**src/rtl/gol_pkg.sv**
```systemverilog
// gol_pkg: shared constants, state encoding and LFSR helper for the Game of Life scheduler.
package gol_pkg;
    localparam int COLS_DEF = 32;
    localparam int ROWS_DEF = 24;
    localparam int CELLS_DEF = COLS_DEF * ROWS_DEF;
    localparam int ADDR_W_DEF = $clog2(CELLS_DEF);

    localparam int K_RUN = 0;
    localparam int K_STEP = 1;
    localparam int K_CLR = 2;
    localparam int K_SEED = 3;

    // Taps 16,14,13,11 map to bits 15,13,12,10.
    localparam logic [15:0] LFSR_TAPS = 16'hB400;
    localparam logic [15:0] LFSR_SEED = 16'hACE1;

    typedef enum logic [2:0] {IDLE, START, BUSY, SWAP, FILL, FILL_SWAP} state_t;

    function automatic logic [15:0] lfsr_next(input logic [15:0] l);
        return {l[14:0], ^(l & LFSR_TAPS)};
    endfunction
endpackage

```
**src/rtl/key_edge.sv**
```systemverilog
// key_edge: rising-edge detector for synchronized key levels.
module key_edge #(
    parameter int W = 4
) (
    input  logic         clk,
    input  logic         reset_n,
    input  logic [W-1:0] key,
    output logic [W-1:0] rise
);
    logic [W-1:0] key_q;

    always_ff @(posedge clk or negedge reset_n)
        if (!reset_n) key_q <= '0;
        else key_q <= key;

    assign rise = key & ~key_q;
endmodule

```
**src/rtl/gol_scheduler.sv**
```systemverilog
// gol_scheduler: bank ownership, vblank pacing of the update engine and clear/seed fills.
module gol_scheduler import gol_pkg::*; #(
    parameter int COLS = COLS_DEF,
    parameter int ROWS = ROWS_DEF,
    parameter int GEN_DIV = 30,
    localparam int CELLS = COLS * ROWS,
    localparam int ADDR_W = $clog2(CELLS)
) (
    input  logic              clk,
    input  logic              reset_n,
    input  logic [3:0]        key,
    input  logic              frame_start,
    input  logic              eng_done,
    output logic              eng_start,
    output logic              eng_src_bank,
    output logic              disp_bank,
    output logic              fill_we,
    output logic [ADDR_W-1:0] fill_addr,
    output logic              fill_data,
    output logic              running,
    output logic [15:0]       gen_count,
    output logic              overrun
);
    localparam int FW = $clog2(GEN_DIV + 1);

    logic [3:0] rise;
    state_t state;
    logic [15:0] lfsr;
    logic [FW-1:0] frm_cnt;
    logic pend_clr, pend_seed, pend_step, pend_gen, fill_clr;
    logic take, gen_take, wrap;

    key_edge #(.W(4)) u_key (.clk(clk), .reset_n(reset_n), .key(key), .rise(rise));

    always_comb begin
        take = (state == IDLE) && frame_start;
        gen_take = take && !pend_clr && !pend_seed && (pend_gen || pend_step);
        wrap = frame_start && running && (frm_cnt == FW'(GEN_DIV - 1));
    end

    always_ff @(posedge clk or negedge reset_n)
        if (!reset_n) begin
            state <= IDLE;
            lfsr <= LFSR_SEED;
            frm_cnt <= '0;
            {pend_clr, pend_seed, pend_step, pend_gen, fill_clr} <= '0;
            {eng_start, eng_src_bank, disp_bank, fill_we, fill_data, running, overrun} <= '0;
            fill_addr <= '0;
            gen_count <= '0;
        end else begin
            lfsr <= lfsr_next(lfsr);
            eng_start <= gen_take;
            if (rise[K_RUN]) running <= !running;
            if (!running || rise[K_RUN]) frm_cnt <= '0;
            else if (frame_start) frm_cnt <= wrap ? '0 : frm_cnt + FW'(1);
            // Consumption first so a same-cycle new event still latches.
            if (take && pend_clr) pend_clr <= 1'b0;
            if (rise[K_CLR]) pend_clr <= 1'b1;
            if (take && !pend_clr && pend_seed) pend_seed <= 1'b0;
            if (rise[K_SEED]) pend_seed <= 1'b1;
            if (gen_take) {pend_gen, pend_step} <= 2'b00;
            if (rise[K_STEP] && !running) pend_step <= 1'b1;
            if (wrap) begin
                if (pend_gen && !gen_take) overrun <= 1'b1;
                else pend_gen <= 1'b1;
            end
            case (state)
                IDLE:
                    if (take && (pend_clr || pend_seed)) begin
                        state <= FILL;
                        fill_we <= 1'b1;
                        fill_addr <= '0;
                        fill_clr <= pend_clr;
                        fill_data <= !pend_clr & lfsr[0];
                    end else if (gen_take) begin
                        state <= START;
                        eng_src_bank <= disp_bank;
                    end
                START: state <= BUSY;
                BUSY: if (eng_done) state <= SWAP;
                SWAP: begin
                    disp_bank <= !disp_bank;
                    gen_count <= gen_count + 16'd1;
                    state <= IDLE;
                end
                FILL:
                    if (fill_addr == ADDR_W'(CELLS - 1)) begin
                        fill_we <= 1'b0;
                        fill_addr <= '0;
                        fill_data <= 1'b0;
                        state <= FILL_SWAP;
                    end else begin
                        fill_addr <= fill_addr + ADDR_W'(1);
                        fill_data <= !fill_clr & lfsr[0];
                    end
                FILL_SWAP: begin
                    disp_bank <= !disp_bank;
                    gen_count <= '0;
                    if (fill_clr) begin
                        overrun <= 1'b0;
                        frm_cnt <= '0;
                    end
                    state <= IDLE;
                end
                default: state <= IDLE;
            endcase
        end
endmodule

```
**config.mk**
```make
export PLATFORM = sky130hd
export DESIGN_NAME = gol_scheduler
export DESIGN_NICKNAME = d
export VERILOG_FILES = /design/src/rtl/gol_pkg.sv /design/src/rtl/key_edge.sv /design/src/rtl/gol_scheduler.sv
export SDC_FILE = /design/constraint.sdc
export NUM_CORES = 1
export LEC_CHECK = 0
export ABC_AREA = 0
export CORE_ASPECT_RATIO = 2
export CORE_UTILIZATION = 49
export DETAILED_ROUTE_END_ITERATION = 10
export GPL_TIMING_DRIVEN = 0
export PLACE_DENSITY = 0.77
export SETUP_SLACK_MARGIN = 0.1
export SKIP_LAST_GASP = 1
export SLEW_MARGIN = 40
export SYNTH_ARGS = -nofsm -noshare
export SYNTH_HDL_FRONTEND = slang
export SYNTH_SLANG_ARGS = --single-unit
```
**constraint.sdc**
```tcl
create_clock -name clk -period 1.8 [get_ports clk]
set_input_delay 0.54 -clock clk [delete_from_list [all_inputs] [get_ports clk]]
set_output_delay 0.54 -clock clk [all_outputs]
set_load 0.01 [all_outputs]
```
==> impl_results.md, run 1 <==
- Clk buf depth: 2
- GRT met1 Usage: 24.9%
- Sequential area share after synthesis: 56.6%
- Yosys top cell by area: dfrtp_1
- Busiest grt layer: met2
- Number of global-route vias before repair: ~2,300
- Congestion Overflow GR: 0
- CP delay by family, top: simple AND/OR/NAND/NOR gates
- Fin. max-slew vios: 0
- Routed vias/inst: around 5.7
- Initial Util: between 50% and 60%
- Combinational power share: 28.2%
- Mapped Area: approximately 3000 um^2
- Ys Warns: 0
- Residual DRC: 4
- Die Footprint: between 6000 and 7000 um^2
- Total Power: 0.00531 W
- CTS H-Tree Depth: 3
- Required @ worst endpoint: 2.02 ns
- CTS tree: yes
- Period utilization: 94.3%
- Crit path max fanout: 7
- Min cycle time layout: 1.70 ns
- Static leakage: 1.93 nW
- Routing usage on met3: 5.11%
- Total net switching power: 0.00161 W
- Sequential fraction of design power: 35.0%
- Fin util: between 60 and 70%
- Antenna violations before repair: 0
- CP Data Arrival Time: 1.91 ns
- Clock power frac: between 30% and 40%
- Synthesis-to-finish area growth: 35.8%
- Worst setup margin: 0.102 ns
- Commonest non-fill, non-tap cell in the layout: dfrtp_1
- Netlist cell types: 50
- Die H: around 110 um
- Critical path class: reg -> reg
- Pint: 0.00370 W
- CTS Root Cell: clkbuf_16
- Final setup fails: 0
- Peak Freq: 589 MHz
- Max incr delay on CP: between 0.5 and 0.6 ns
- Max-cap violations: 0
- Global-route wire length before repair: 10,600 um
- Fin nets: roughly 350
- Endpoint class of the critical path: flop
- Hold_buf cts: 0
- Slowest CP cell: or4b_4
- Row count: 39
- Pre-Repair DR Iteration Count: 8
- Max transition margin: 70.1%
- Failing checks: DRC
- Worst slew pin tran: 0.448 ns
- Synth area leaders: dfrtp_1 49%, dfstp_2 7.2%, nand2_1 4.2%
- Synthesized Nets: 281
- Met2 GRT Util: roughly 39%
- Status: complete, but fails checks
- Max VDD drop: 0.000891 V
- Syn Inst Count: 269
- Antenna-violating nets left: 0
- PortBufs: 39
- Synth Flop Type: dfrtp_1
- Most frequent cells in the layout: 51 x dfrtp_1, 33 x nand2_1, 32 x dlygate4sd2_1, 23 x buf_4, 15 x o21ai_0
- Largest net degree at the start of global routing: 45
- Worst hold path class: in -> async
- DRT iter0 DRCs: 89
- Antenna Cells: 0
- CTS sink cnt: 66
- Share of layout cells above drive strength 1: 21.9%
- Inserted Clock Buffers: 9
- Final Hold Viols: 0
- Post-synth top area share: 49.5%
- Worst-path clk slew: 0.05 ns
- WL/cell: around 16 um
- RSZ-0062 raised after global routing: true
- Core area: 5760 um^2
- Asr flop ratio synth: between 90% and 100%
- Synth Register Bits: 66
- Final Wtd Congestion: about 0.8
- Synthesized area per cell: 10.9 um^2
- Switching Fraction: 30.3%
- Layout Skew: 0.00571 ns
- GRT Total Usage: 22.3%
- Pwr Density: between 1000 and 1500 nW/um^2
- Post-synth EDFFs: 0
- Dpl ws: -0.0971 ns
- Width of the die: 56.7 um
- Startpoint Class: flop
- IO Pins: 41
- Cells along the critical path: buf_6, or4b_4, nor3_4, mux2_4
- Via count: 2,314
- Worst-Skew Late Latency: 0.33 ns
- CP bufs+invs: 1
- Final wirelength: 6510 um
- DPL Wire Length: 4130 um
-- per-stage QoR --
stage | instances | hold slack (ns) | setup TNS (ns) | instance area, um^2
after global placement | 369 | 0.336 | -117.52 | 3410
final | 408 | 0.0948 | 0 | 3980
after global routing | 408 | 0.117 | 0 | 3980
after floorplan | 269 | 0.244 | 0 | 2950
after detailed placement | 370 | 0.335 | -0.556 | 3430
after CTS | 404 | 0.0985 | 0 | 3890
-- flip-flops by register name (all words and copies together) (netlist names), 3 cells and up --
register	flops
lfsr	16
fill_addr	10
gen_count	16
frm_cnt	5
u_key.key_q	4
state	3
-- final cells by class --
type	count	area [um^2]
plain buffers	8	58.8
clock buffers	11	233
clock inverters	5	103
fillers	460	1770
inverters	10	37.5
multi-input cells	185	1270
flip-flops and latches	66	1670
well taps	61	76.3
repair buffers	62	536
-- synthesized netlist by cell type, types with 2 or more instances --
cell type and number:
a211oi_1 2, a21o_1 3, a21oi_1 3, a22o_1 8
a31oi_1 4, a32o_1 2, and3_1 4, buf_2 3
buf_6 2, clkbuf_1 2, dfrtp_1 58, dfstp_2 8
ha_1 4, inv_1 10, mux2_2 3, mux2i_1 7
nand2_1 33, nand2b_1 2, nand3_1 12, nand4_1 6
nor2_1 15, nor2b_1 5, nor3_1 6, nor4_1 5
o211ai_1 4, o21ai_0 15, o31ai_1 3, or2_2 4
or3_1 6, xnor2_1 7, xor2_1 4
-- final timing paths --
kind	startpoint	end	slack, ns	depth (start not counted)
worst max-delay path	state[0]	eng_src_bank	0.10	4
worst min-delay path	reset_n	lfsr[1]	0.09	1
worst max register to register	state[0]	eng_src_bank	0.10	4
worst min register to register	lfsr[2]	lfsr[3]	0.34	0
max in group asynchronous	reset_n	gen_count[2]	1.16	2
min in group clk	lfsr[2]	lfsr[3]	0.34	0
-- power groups by stage --
stage	logic (W)	registers (W)	clock network [W]
floorplan	0.000796	0.00190	0
detailed placement	0.00129	0.00190	0
global placement	0.00125	0.00189	0
CTS	0.00136	0.00185	0.00198
global route	0.00163	0.00188	0.00204
finish	0.00150	0.00186	0.00195
-- logic make-up (layout without fill, tap and decap cells) --
kind of cell	after synthesis	in the layout	share of synthesized area (%)
flip-flops	66	66	56.6
AO/OA/AOI/OAI	52	52	12.3
XOR/XNOR	11	11	3.28
adder cells (fa/ha/maj)	4	4	1.71
AND/OR/NAND/NOR	108	108	19.6
multiplexers	10	10	3.54
buffers and inverters	18	96	2.94
-- per-layer routing --
metal,up-vias,wire length (um)
met5,-,0
met4,0,143
met3,11,270
met2,62,3490
met1,1135,2610
li1,1106,-
-- worst reg2reg max path, stage by stage (launching register included) --
cell and delay (ns):
dfrtp_1 0.38, buf_6 0.14, or4b_4 0.51, nor3_4 0.24, mux2_4 0.32
-- what timing repair did --
| action | in CTS | in global routing |
|---|---|---|
| pin swaps | 3 | 4 |
| buffers inserted | 18 | 4 |
| setup endpoints to repair | 48 | 18 |
| resized for setup | 43 | 10 |
No activity file was read; power rests on OpenSTA's default activity.
==> inputs of run 2 (changes only) <==
TNS_END_PERCENT = 10   (was default)
==> run 2 against run 1 <==
  * Sequential power about the same
  * Utilization decreased by 1.8 points
  * Cell count decreased by 2.9%
  * Global-route usage fell by 0.44 points
  * Clock power about the same
  * Fmax fell by 8.1%
  * Critical path depth down 3
  * Highest routed layer unchanged
  * The run ends with DRC, setup timing left
  * Sequential cell count unchanged
  * Combinational power down 7%
  * Critical endpoint is now gen_count[6]
  * Routed wire length is 3.3% lower
  * Clock skew fell by 0.00053 ns
  * Count of clock-buffer cells in the layout unchanged
==> impl_results.md, run 2 (same netlist as run 1, synthesis figures left out) <==
- Hold_buf cts: 0 (unchanged)
- CTS tree: yes
- Max-cap violations: 0 (unchanged)
- Startpoint Class: flop
- Layout Skew: 0.00517 ns (-0.000532 ns)
- Fin nets: 342 (-3.4%)
- GRT Total Usage: 21.9% (-0.44 points)
- Share of layout cells above drive strength 1: 18.2% (-3.7 points)
- Routed vias/inst: 5.81 (+2.4%)
- Met2 WL post-DR: 3470 um (-0.69%)
- Required @ worst endpoint: 1.26 ns (-0.76 ns)
- Global-route wire length before repair: 10,400 um (-2.3%)
- CTS Root Cell: clkbuf_16
- Min cycle time layout: 1.85 ns (+0.150 ns)
- Largest net degree at the start of global routing: 45 (unchanged)
- Biggest regs: gen_count x16, lfsr x16, fill_addr x10
- Via count: 2,300 (-0.61%)
- Commonest non-fill, non-tap cell in the layout: dfrtp_1
- Hold_ws: 0.0972 ns (+0.00245 ns)
- CTS sink cnt: 66 (unchanged)
- Congestion Overflow GR: 0 (unchanged)
- Synthesis-to-finish area growth: 32.3%
- Initial Util: 51.0% (unchanged)
- Switching Fraction: 29.7% (-0.54 points)
- Core area: 5760 um^2 (unchanged)
- RSZ-0062 raised after global routing: true
- Total Power: 0.00519 W (-2.1%)
- Fill count: 468 (+1.7%)
- DPL Wire Length: 4130 um (unchanged)
- IO Pins: 41 (unchanged)
- Antenna-violating nets left: 0 (unchanged)
- Fin. max-slew vios: 0 (unchanged)
- Max VDD drop: 0.000942 V (+5.8%)
- Total net switching power: 0.00154 W (-3.9%)
- Critical path class: reg -> out
- Sequential fraction of design power: 35.7% (+0.7 points)
- Worst slew pin tran: 0.620 ns (+0.171 ns)
- Worst hold path class: in -> async
- CTS H-Tree Depth: 3 (unchanged)
- Endpoint class of the critical path: output port
- Status: complete, but fails checks
- Clock power frac: 37.5% (+0.8 points)
- Static leakage: 1.73 nW (-10%)
- Pint: 0.00365 W (-1.4%)
- DRT iter0 DRCs: 94 (+5.6%)
- Die Footprint: 6320 um^2 (unchanged)
- Pwr Density: 1340 nW/um^2 (+0.45%)
- M1 WL: 2420 um (-7.1%)
- Number of global-route vias before repair: 2,289 (-2.1%)
- Slowest CP cell: clkdlybuf4s50_1
- DR WL met3: 259 um (-4.1%)
- Antenna Cells: 0 (unchanged)
- Peak Freq: 541 MHz (-8.1%)
- Max transition margin: 58.4% (-12 points)
- Final Hold Viols: 0 (unchanged)
- Period utilization: 103% (+8.4 points)
- Worst-path clk slew: 0.05 ns (about the same)
- Crit path max fanout: 6 (-1)
- Worst-Skew Late Latency: 0.33 ns (about the same)
- Antenna violations before repair: 0 (unchanged)
- CP delay by family, top: buffers and inverters
- Final Wtd Congestion: 0.792 (unchanged)
- Cells along the critical path: clkdlybuf4s50_1
- Final wirelength: 6300 um (-3.3%)
- WL/cell: 15.9 um (-0.32%)
- DR top layer: met4
- Final setup fails: 16 (+16)
- PortBufs: 39 (unchanged)
- Inserted Clock Buffers: 9 (unchanged)
- Worst setup margin: -0.0480 ns (-0.150 ns)
- CP bufs+invs: 1 (unchanged)
- Row count: 39 (unchanged)
- FF+latch area: 1670 um^2 (unchanged)
- CP Data Arrival Time: 1.31 ns (-0.60 ns)
- Pre-Repair DR Iteration Count: 7 (-1)
- Die H: 111 um (unchanged)
- Fin util: 67.4% (-1.8 points)
- Max incr delay on CP: 0.56 ns (+0.05 ns)
- Failing checks: DRC, setup timing
- Width of the die: 56.7 um (unchanged)
- Multi-input gate area: 1220 um^2 (-3.7%)
- Residual DRC: 4 (unchanged)
- Most frequent cells in the layout: 51 x dfrtp_1, 36 x clkdlybuf4s50_1, 33 x nand2_1, 15 x o21ai_0, 15 x nor2_1
- Combinational power share: 26.9% (-1.3 points)
- Clk buf depth: 2 (unchanged)
-- run 2: layout make-up --
| cell class | count | area share (%) |
|---|---|---|
| Buffer | 8 | 1.52 |
| Clock buffer | 11 | 6.00 |
| Clock inverter | 5 | 2.64 |
| Inverter | 10 | 0.967 |
| Multi-Input combinational cell | 185 | 31.5 |
| Sequential cell | 66 | 43.0 |
| Tap cell | 61 | 1.97 |
| Timing Repair Buffer | 50 | 12.4 |
-- run 2: path summary, 6_finish.rpt --
| check | slack (ns) | cells after the start | to | start |
|---|---|---|---|---|
| min in group clk | 0.34 | 0 | lfsr[3] | lfsr[2] |
| hold / removal | 0.1 | 1 | lfsr[14] | reset_n |
| hold reg to reg | 0.34 | 0 | lfsr[3] | lfsr[2] |
| setup / recovery | -0.05 | 1 | gen_count[6] | gen_count[6] |
| setup reg to reg | -0.04 | 5 | gen_count[13] | gen_count[4] |
| max in group asynchronous | 1.16 | 2 | gen_count[2] | reset_n |
-- run 2: power by group through the flow --
| stage | clock (W) | sequential (W) | combinational, W |
|---|---|---|---|
| after floorplan | 0 | 0.00190 | 0.000796 |
| after global placement | 0 | 0.00189 | 0.00125 |
| after detailed placement | 0 | 0.00190 | 0.00129 |
| after CTS | 0.00198 | 0.00185 | 0.00138 |
| after global routing | 0.00204 | 0.00188 | 0.00152 |
| final | 0.00194 | 0.00185 | 0.00139 |
-- run 2: what timing repair did --
item	4_1_cts	5_1_grt
setup endpoints to repair	48	53
gates resized for setup	10	4
hold endpoints to repair	0	0
buffers inserted	10	0
-- run 2: metrics by stage --
stage          cell area (um^2)  setup WS, ns  cells  TNS (ns)
6_report                   3880       -0.0480    396    -0.433
4_1_cts                    3850       -0.0503    396    -0.627
2_1_floorplan              2950        0.0342    269         0
3_5_place_dp               3430       -0.0971    370    -0.556
5_1_grt                    3880        -0.108    396     -1.28
3_3_place_gp               3410         -1.86    369   -117.52
-- run 2: per-layer routing --
metal  GRT usage (%)  vias up
met5               0        -
met4            11.8        0
met3            5.11       12
met2            37.9       61
met1            24.2     1143
li1                -     1084
